<file path="src/rtl/nexi_wb_loader.sv">
// nexi_wb_loader: serial boot loader. Parses an address / count / payload byte
// frame from the UART receive path and writes each big-endian 32-bit word to
// memory with single Wishbone write cycles. busy_o holds the CPU in reset
// while a frame is being loaded.
module nexi_wb_loader #(
    parameter int unsigned TIMEOUT = 1000000
) (
    input  logic        clk_i,
    input  logic        rst_i,
    input  logic [7:0]  rx_data_i,
    input  logic        rx_valid_i,
    output logic        rx_ready_o,
    output logic [31:0] wb_adr_o,
    output logic [31:0] wb_dat_o,
    output logic [3:0]  wb_sel_o,
    output logic        wb_cyc_o,
    output logic        wb_stb_o,
    output logic        wb_we_o,
    input  logic        wb_ack_i,
    input  logic        wb_err_i,
    output logic        busy_o,
    output logic        done_o,
    output logic        err_o,
    output logic [15:0] words_o
);

    localparam int unsigned TW = $clog2(TIMEOUT);

    typedef enum logic [1:0] {S_ADDR, S_LEN, S_DATA, S_WRITE} state_e;

    state_e        state_q, state_d;
    logic [1:0]    cnt_q, cnt_d;      // byte index within the current field
    logic [31:0]   base_q, base_d;
    logic [15:0]   len_q, len_d;
    logic [31:0]   data_q, data_d;
    logic [15:0]   words_q, words_d;
    logic          busy_q, busy_d;
    logic          done_q, done_d;
    logic          err_q, err_d;
    logic [TW-1:0] tmo_q, tmo_d;
    logic          cyc_q, cyc_d;
    logic [31:0]   adr_q, adr_d;
    logic [31:0]   dat_q, dat_d;
    logic [3:0]    sel_q, sel_d;

    logic          accept;
    logic [15:0]   len_next;
    logic [15:0]   words_inc;

    assign rx_ready_o = (state_q != S_WRITE);
    assign accept     = rx_valid_i && rx_ready_o;
    assign len_next   = {len_q[7:0], rx_data_i};
    assign words_inc  = words_q + 16'd1;

    // Next-state logic: frame parsing, bus cycle control and idle timeout.
    always_comb begin
        // NOTE: every variable assigned here gets a default first, so no path
        // can leave one unassigned and infer a latch.
        state_d = state_q;
        cnt_d   = cnt_q;
        base_d  = base_q;
        len_d   = len_q;
        data_d  = data_q;
        words_d = words_q;
        busy_d  = busy_q;
        done_d  = 1'b0;
        err_d   = 1'b0;
        tmo_d   = tmo_q;
        cyc_d   = cyc_q;
        adr_d   = adr_q;
        dat_d   = dat_q;
        sel_d   = sel_q;

        // The idle counter only runs while waiting for bytes inside a frame.
        if (busy_q && state_q != S_WRITE) begin
            tmo_d = tmo_q + TW'(1);
        end

        case (state_q)
            S_ADDR: begin
                if (accept) begin
                    base_d = {base_q[23:0], rx_data_i};
                    cnt_d  = cnt_q + 2'd1;
                    if (cnt_q == 2'd0) begin
                        busy_d  = 1'b1;
                        words_d = '0;
                    end
                    if (cnt_q == 2'd3) begin
                        state_d = S_LEN;
                    end
                end
            end
            S_LEN: begin
                if (accept) begin
                    len_d = len_next;
                    if (cnt_q == 2'd1) begin
                        cnt_d = 2'd0;
                        if (len_next == 16'd0) begin
                            done_d  = 1'b1;
                            busy_d  = 1'b0;
                            state_d = S_ADDR;
                        end else begin
                            state_d = S_DATA;
                        end
                    end else begin
                        cnt_d = cnt_q + 2'd1;
                    end
                end
            end
            S_DATA: begin
                if (accept) begin
                    data_d = {data_q[23:0], rx_data_i};
                    cnt_d  = cnt_q + 2'd1;
                    if (cnt_q == 2'd3) begin
                        state_d = S_WRITE;
                        cyc_d   = 1'b1;
                        sel_d   = 4'hF;
                        adr_d   = {base_q[31:2], 2'b00} + {14'd0, words_q, 2'b00};
                        dat_d   = {data_q[23:0], rx_data_i};
                    end
                end
            end
            S_WRITE: begin
                // Error termination wins over a simultaneous ack.
                if (wb_err_i) begin
                    cyc_d   = 1'b0;
                    sel_d   = 4'h0;
                    err_d   = 1'b1;
                    busy_d  = 1'b0;
                    state_d = S_ADDR;
                end else if (wb_ack_i) begin
                    cyc_d   = 1'b0;
                    sel_d   = 4'h0;
                    words_d = words_inc;
                    if (words_inc == len_q) begin
                        done_d  = 1'b1;
                        busy_d  = 1'b0;
                        state_d = S_ADDR;
                    end else begin
                        state_d = S_DATA;
                    end
                end
            end
            default: state_d = S_ADDR;
        endcase

        if (accept) begin
            tmo_d = '0;
        end else if (busy_q && state_q != S_WRITE && tmo_q == TW'(TIMEOUT - 1)) begin
            // Stalled sender: abandon the frame and drop any partial fields.
            err_d   = 1'b1;
            busy_d  = 1'b0;
            state_d = S_ADDR;
            cnt_d   = 2'd0;
            tmo_d   = '0;
            base_d  = '0;
            len_d   = '0;
            data_d  = '0;
        end
    end

    // State register with synchronous active-high reset.
    always_ff @(posedge clk_i) begin
        // NOTE: sequential state uses non-blocking assignments so every
        // register samples the pre-edge value of every other register.
        if (rst_i) begin
            state_q <= S_ADDR;
            cnt_q   <= '0;
            base_q  <= '0;
            len_q   <= '0;
            data_q  <= '0;
            words_q <= '0;
            busy_q  <= 1'b0;
            done_q  <= 1'b0;
            err_q   <= 1'b0;
            tmo_q   <= '0;
            cyc_q   <= 1'b0;
            adr_q   <= '0;
            dat_q   <= '0;
            sel_q   <= '0;
        end else begin
            state_q <= state_d;
            cnt_q   <= cnt_d;
            base_q  <= base_d;
            len_q   <= len_d;
            data_q  <= data_d;
            words_q <= words_d;
            busy_q  <= busy_d;
            done_q  <= done_d;
            err_q   <= err_d;
            tmo_q   <= tmo_d;
            cyc_q   <= cyc_d;
            adr_q   <= adr_d;
            dat_q   <= dat_d;
            sel_q   <= sel_d;
        end
    end

    assign wb_cyc_o = cyc_q;
    assign wb_stb_o = cyc_q;
    assign wb_we_o  = cyc_q;
    assign wb_adr_o = adr_q;
    assign wb_dat_o = dat_q;
    assign wb_sel_o = sel_q;
    assign busy_o   = busy_q;
    assign done_o   = done_q;
    assign err_o    = err_q;
    assign words_o  = words_q;

endmodule

</file>
<file path="config.mk">
export PLATFORM = sky130hd
export DESIGN_NAME = nexi_wb_loader
export DESIGN_NICKNAME = d
export VERILOG_FILES = /design/src/rtl/nexi_wb_loader.sv
export SDC_FILE = /design/constraint.sdc
export NUM_CORES = 1
export LEC_CHECK = 0
export ABC_CLOCK_PERIOD_IN_PS = 3000
export CORE_ASPECT_RATIO = 0.6
export CORE_MARGIN = 5
export CORE_UTILIZATION = 55
export DETAILED_ROUTE_END_ITERATION = 10
export PLACE_DENSITY = 0.79
export SYNTH_ARGS = -nofsm -noshare
export SYNTH_HDL_FRONTEND = slang
export SYNTH_SLANG_ARGS = --single-unit
</file>
<file path="constraint.sdc">
create_clock -name clk_i -period 3 [get_ports clk_i]
set_input_delay 0.6 -clock clk_i [delete_from_list [all_inputs] [get_ports clk_i]]
set_output_delay 0.6 -clock clk_i [all_outputs]
set_load 0.03 [all_outputs]
</file>
==> results.cfg <==
[run_status]
outcome = finished, final reports clean

[synthesis]
netlist_area_um2 = 8330
ys.flop_type = dfxtp_1
syn_avg_cell_area_um2 = 7.76
synthArstFlopShare_pct = 0
yosysUniqueCellTypes = 66
synthCells = 1073
synth_edf_count = 0
ys_seq_area_share_pct = 42.8
yosys_register_bits = 178
yosys_warnings = 0

[timing]
layout_min_cycle_time_ns = 2.79
hold_viol = 0
timing.fmax_ghz = 0.358
rsz0062_at_grt = no
slew_headroom_pct = 52.8
fin_skew_ns = 0.0141
finalMaxSlewViolations = 0
worst_pin_slew_ns = 0.708
finalSetupViolations = 0
final.setup.tns_ns = 0
period_share_pct = 93.0

[clock_tree]
cts_buffers = 17
cts_root_buf = clkbuf_16
tritoncts = done
htreeDepth = 4
clkSlewWorstSetupHoldPaths_ns = 0.07
clock_sinks = 178
cts_buffer_depth = 2
cts_hold_buffers = 0
insertion_delay_ns = 0.43

[die]
row_count = 34
die_area_um2 = 17800
io_pins = 104
die_x_um = 169
die_h_um = 105
initial_core_util_pct = 56.8
core-area_um2 = 14700

[finish]
drive_above_1_share_pct = 7.16
fillers = 1216
layout.nets = 1196
syn_to_final_growth_pct = 22.9
finish.utilization_pct = 69.7
n_antenna_cell = 0

[grt]
grt_usage_pct = 26.8
antenna_found_initial = 0
grt_pass1_vias = 7304
grt_max_degree = 78
grt_pass1_wl_um = 38800
grt_overflow = 0

[setup_path]
worstSetupEndpointType = register
cp.required_ns = 3.36
slowest_delay_ns = 0.54
cp_max_fo = 7
crit_chain = buf_4 > ha_1 > nand4_1 > or3_4 > o41ai_2 > nand4_1 > or4b_1 > a21oi_1
crit_top_cell = nand4_1
cp_slowest_cell = or4b_1
critical_path_class = reg -> reg
r2r_cells = 8
arrival_ns = 3.15
critPathLaunchType = register

[power]
p_per_area_nw_per_um2 = 489
leakage_nw = 3.54
peakVddDrop_v = 0.000376

[route]
wire_per_inst_um = 17.5
top_layer_used = met4
drtAntennaViolNets = 0
finalWirelength_um = 24000
vias = 8089
drtPass1Iterations = 6
wl_met3_um = 2560
drc_errors = 0
met1Wirelength_um = 11500
wl_met2_um = 9690
viasPerCell = 5.90
first_iter_violations = 781

[place]
hpwl_um = 16800
port_buffers = 101
gp_congestion = 0.970

[hold_path]
min_delay_path_depth = 2
min_path_type = reg -> reg

[job]
cap_violations = 0
-- layer usage --
metal,vias to the layer above,GRT usage (%)
met5,-,0
met4,0,5.73
met3,26,7.26
met2,361,37.1
met1,3800,41.3
li1,3902,-
-- where the power goes --
group | switching, mW | total (mW) | internal [mW] | leakage (nW)
Sequential | 0.0220 | 2.40 | 2.38 | 1.44
Clock | 1.10 | 2.41 | 1.30 | 0.316
Combinational | 0.138 | 0.203 | 0.0643 | 1.79
-- final cells by class --
type | instances | area, µm² | share of cell area [%]
Clock inverter | 15 | 231 | 2.26
Inverter | 20 | 75.1 | 0.733
Tap cell | 198 | 248 | 2.42
Timing Repair Buffer | 136 | 1280 | 12.5
Clock buffer | 17 | 425 | 4.16
Sequential cell | 178 | 3560 | 34.8
Multi-Input combinational cell | 807 | 4410 | 43.1
-- cells in the mapped netlist (14+ instances only) --
cell type	instances	area, µm²
ha_1	22	275
nor2_1	63	236
and3_1	14	87.6
dfxtp_1	178	3560
xor2_1	20	175
inv_1	20	75.1
xnor2_1	28	245
clkbuf_1	49	184
nand3_1	27	135
nand2_1	262	983
o21ai_0	34	170
a21oi_1	167	836
nor3_1	16	80.1
-- flip-flops by register name (all words and copies together), names as in the netlist --
register	count
base_q	32
data_q	24
wb_adr_o	30
err_o	1
words_o	16
len_q	16
state_q	2
busy_o	1
wb_sel_o	1
tmo_q	20
cnt_q	2
done_o	1
wb_dat_o	32
-- stage by stage --
| step | worst slack, ns | instance area [µm²] | std cells | total power [mW] | hold slack [ns] |
|---|---|---|---|---|---|
| after detailed placement | 0.156 | 9580 | 1339 | 2.65 | 0.445 |
| after CTS | 0.135 | 10200 | 1371 | 5.04 | 0.458 |
| final | 0.210 | 10200 | 1371 | 5.01 | 0.454 |
| after global placement | 0.242 | 9580 | 1339 | 2.65 | 0.440 |
| after global routing | 0.107 | 10200 | 1371 | 5.17 | 0.471 |
| after floorplan | 0.169 | 8330 | 1074 | 2.57 | 0.432 |
-- final timing paths --
kind	startpoint	endpoint	slack, ns
setup / recovery	words_o[0]	done_o	0.21
hold / removal	wb_adr_o[8]	wb_adr_o[8]	0.45
setup reg to reg	words_o[0]	done_o	0.21
hold reg to reg	wb_adr_o[8]	wb_adr_o[8]	0.45
-- logic make-up (layout without fill, tap and decap cells) --
family                     count (synthesis)  after routing  synth area share, %
buffers and inverters                     89            188                 4.45
AOI/OAI and AO/OA                        275            275                 19.1
DFF                                      178            178                 42.8
and+or+nand+nor                          457            457                 24.8
adders and majority gates                 23             23                 3.55
other                                      1              2               0.0450
xor gates and xnor gates                  48             48                 5.05
muxes                                      2              2                0.240
-- repair_timing --
action	in CTS	in global routing
gates resized for setup	0	1
buffers inserted	0	0
endpoints found under the setup margin	0	3
-- layout by cell type (no fill, tap or decap), types with 17 or more instances in the layout --
cell type          n
nand2_1          262
dfxtp_1          178
a21oi_1          167
clkdlybuf4s50_1  100
nor2_1            62
o21ai_0           34
buf_4             34
xnor2_1           28
nand3_1           26
ha_1              22
inv_1             20
xor2_1            20
clkbuf_16         17
-- worst max-delay path: cells and delay by family, from the launching register on --
kind | cells | cell delay (ns)
and+or+nand+nor | 4 | 1.45
AOI/OAI and AO/OA | 2 | 0.59
DFF | 1 | 0.35
buffers and inverters | 1 | 0.16
adders and majority gates | 1 | 0.18
Note: power is estimated with default switching activity, not from simulation.
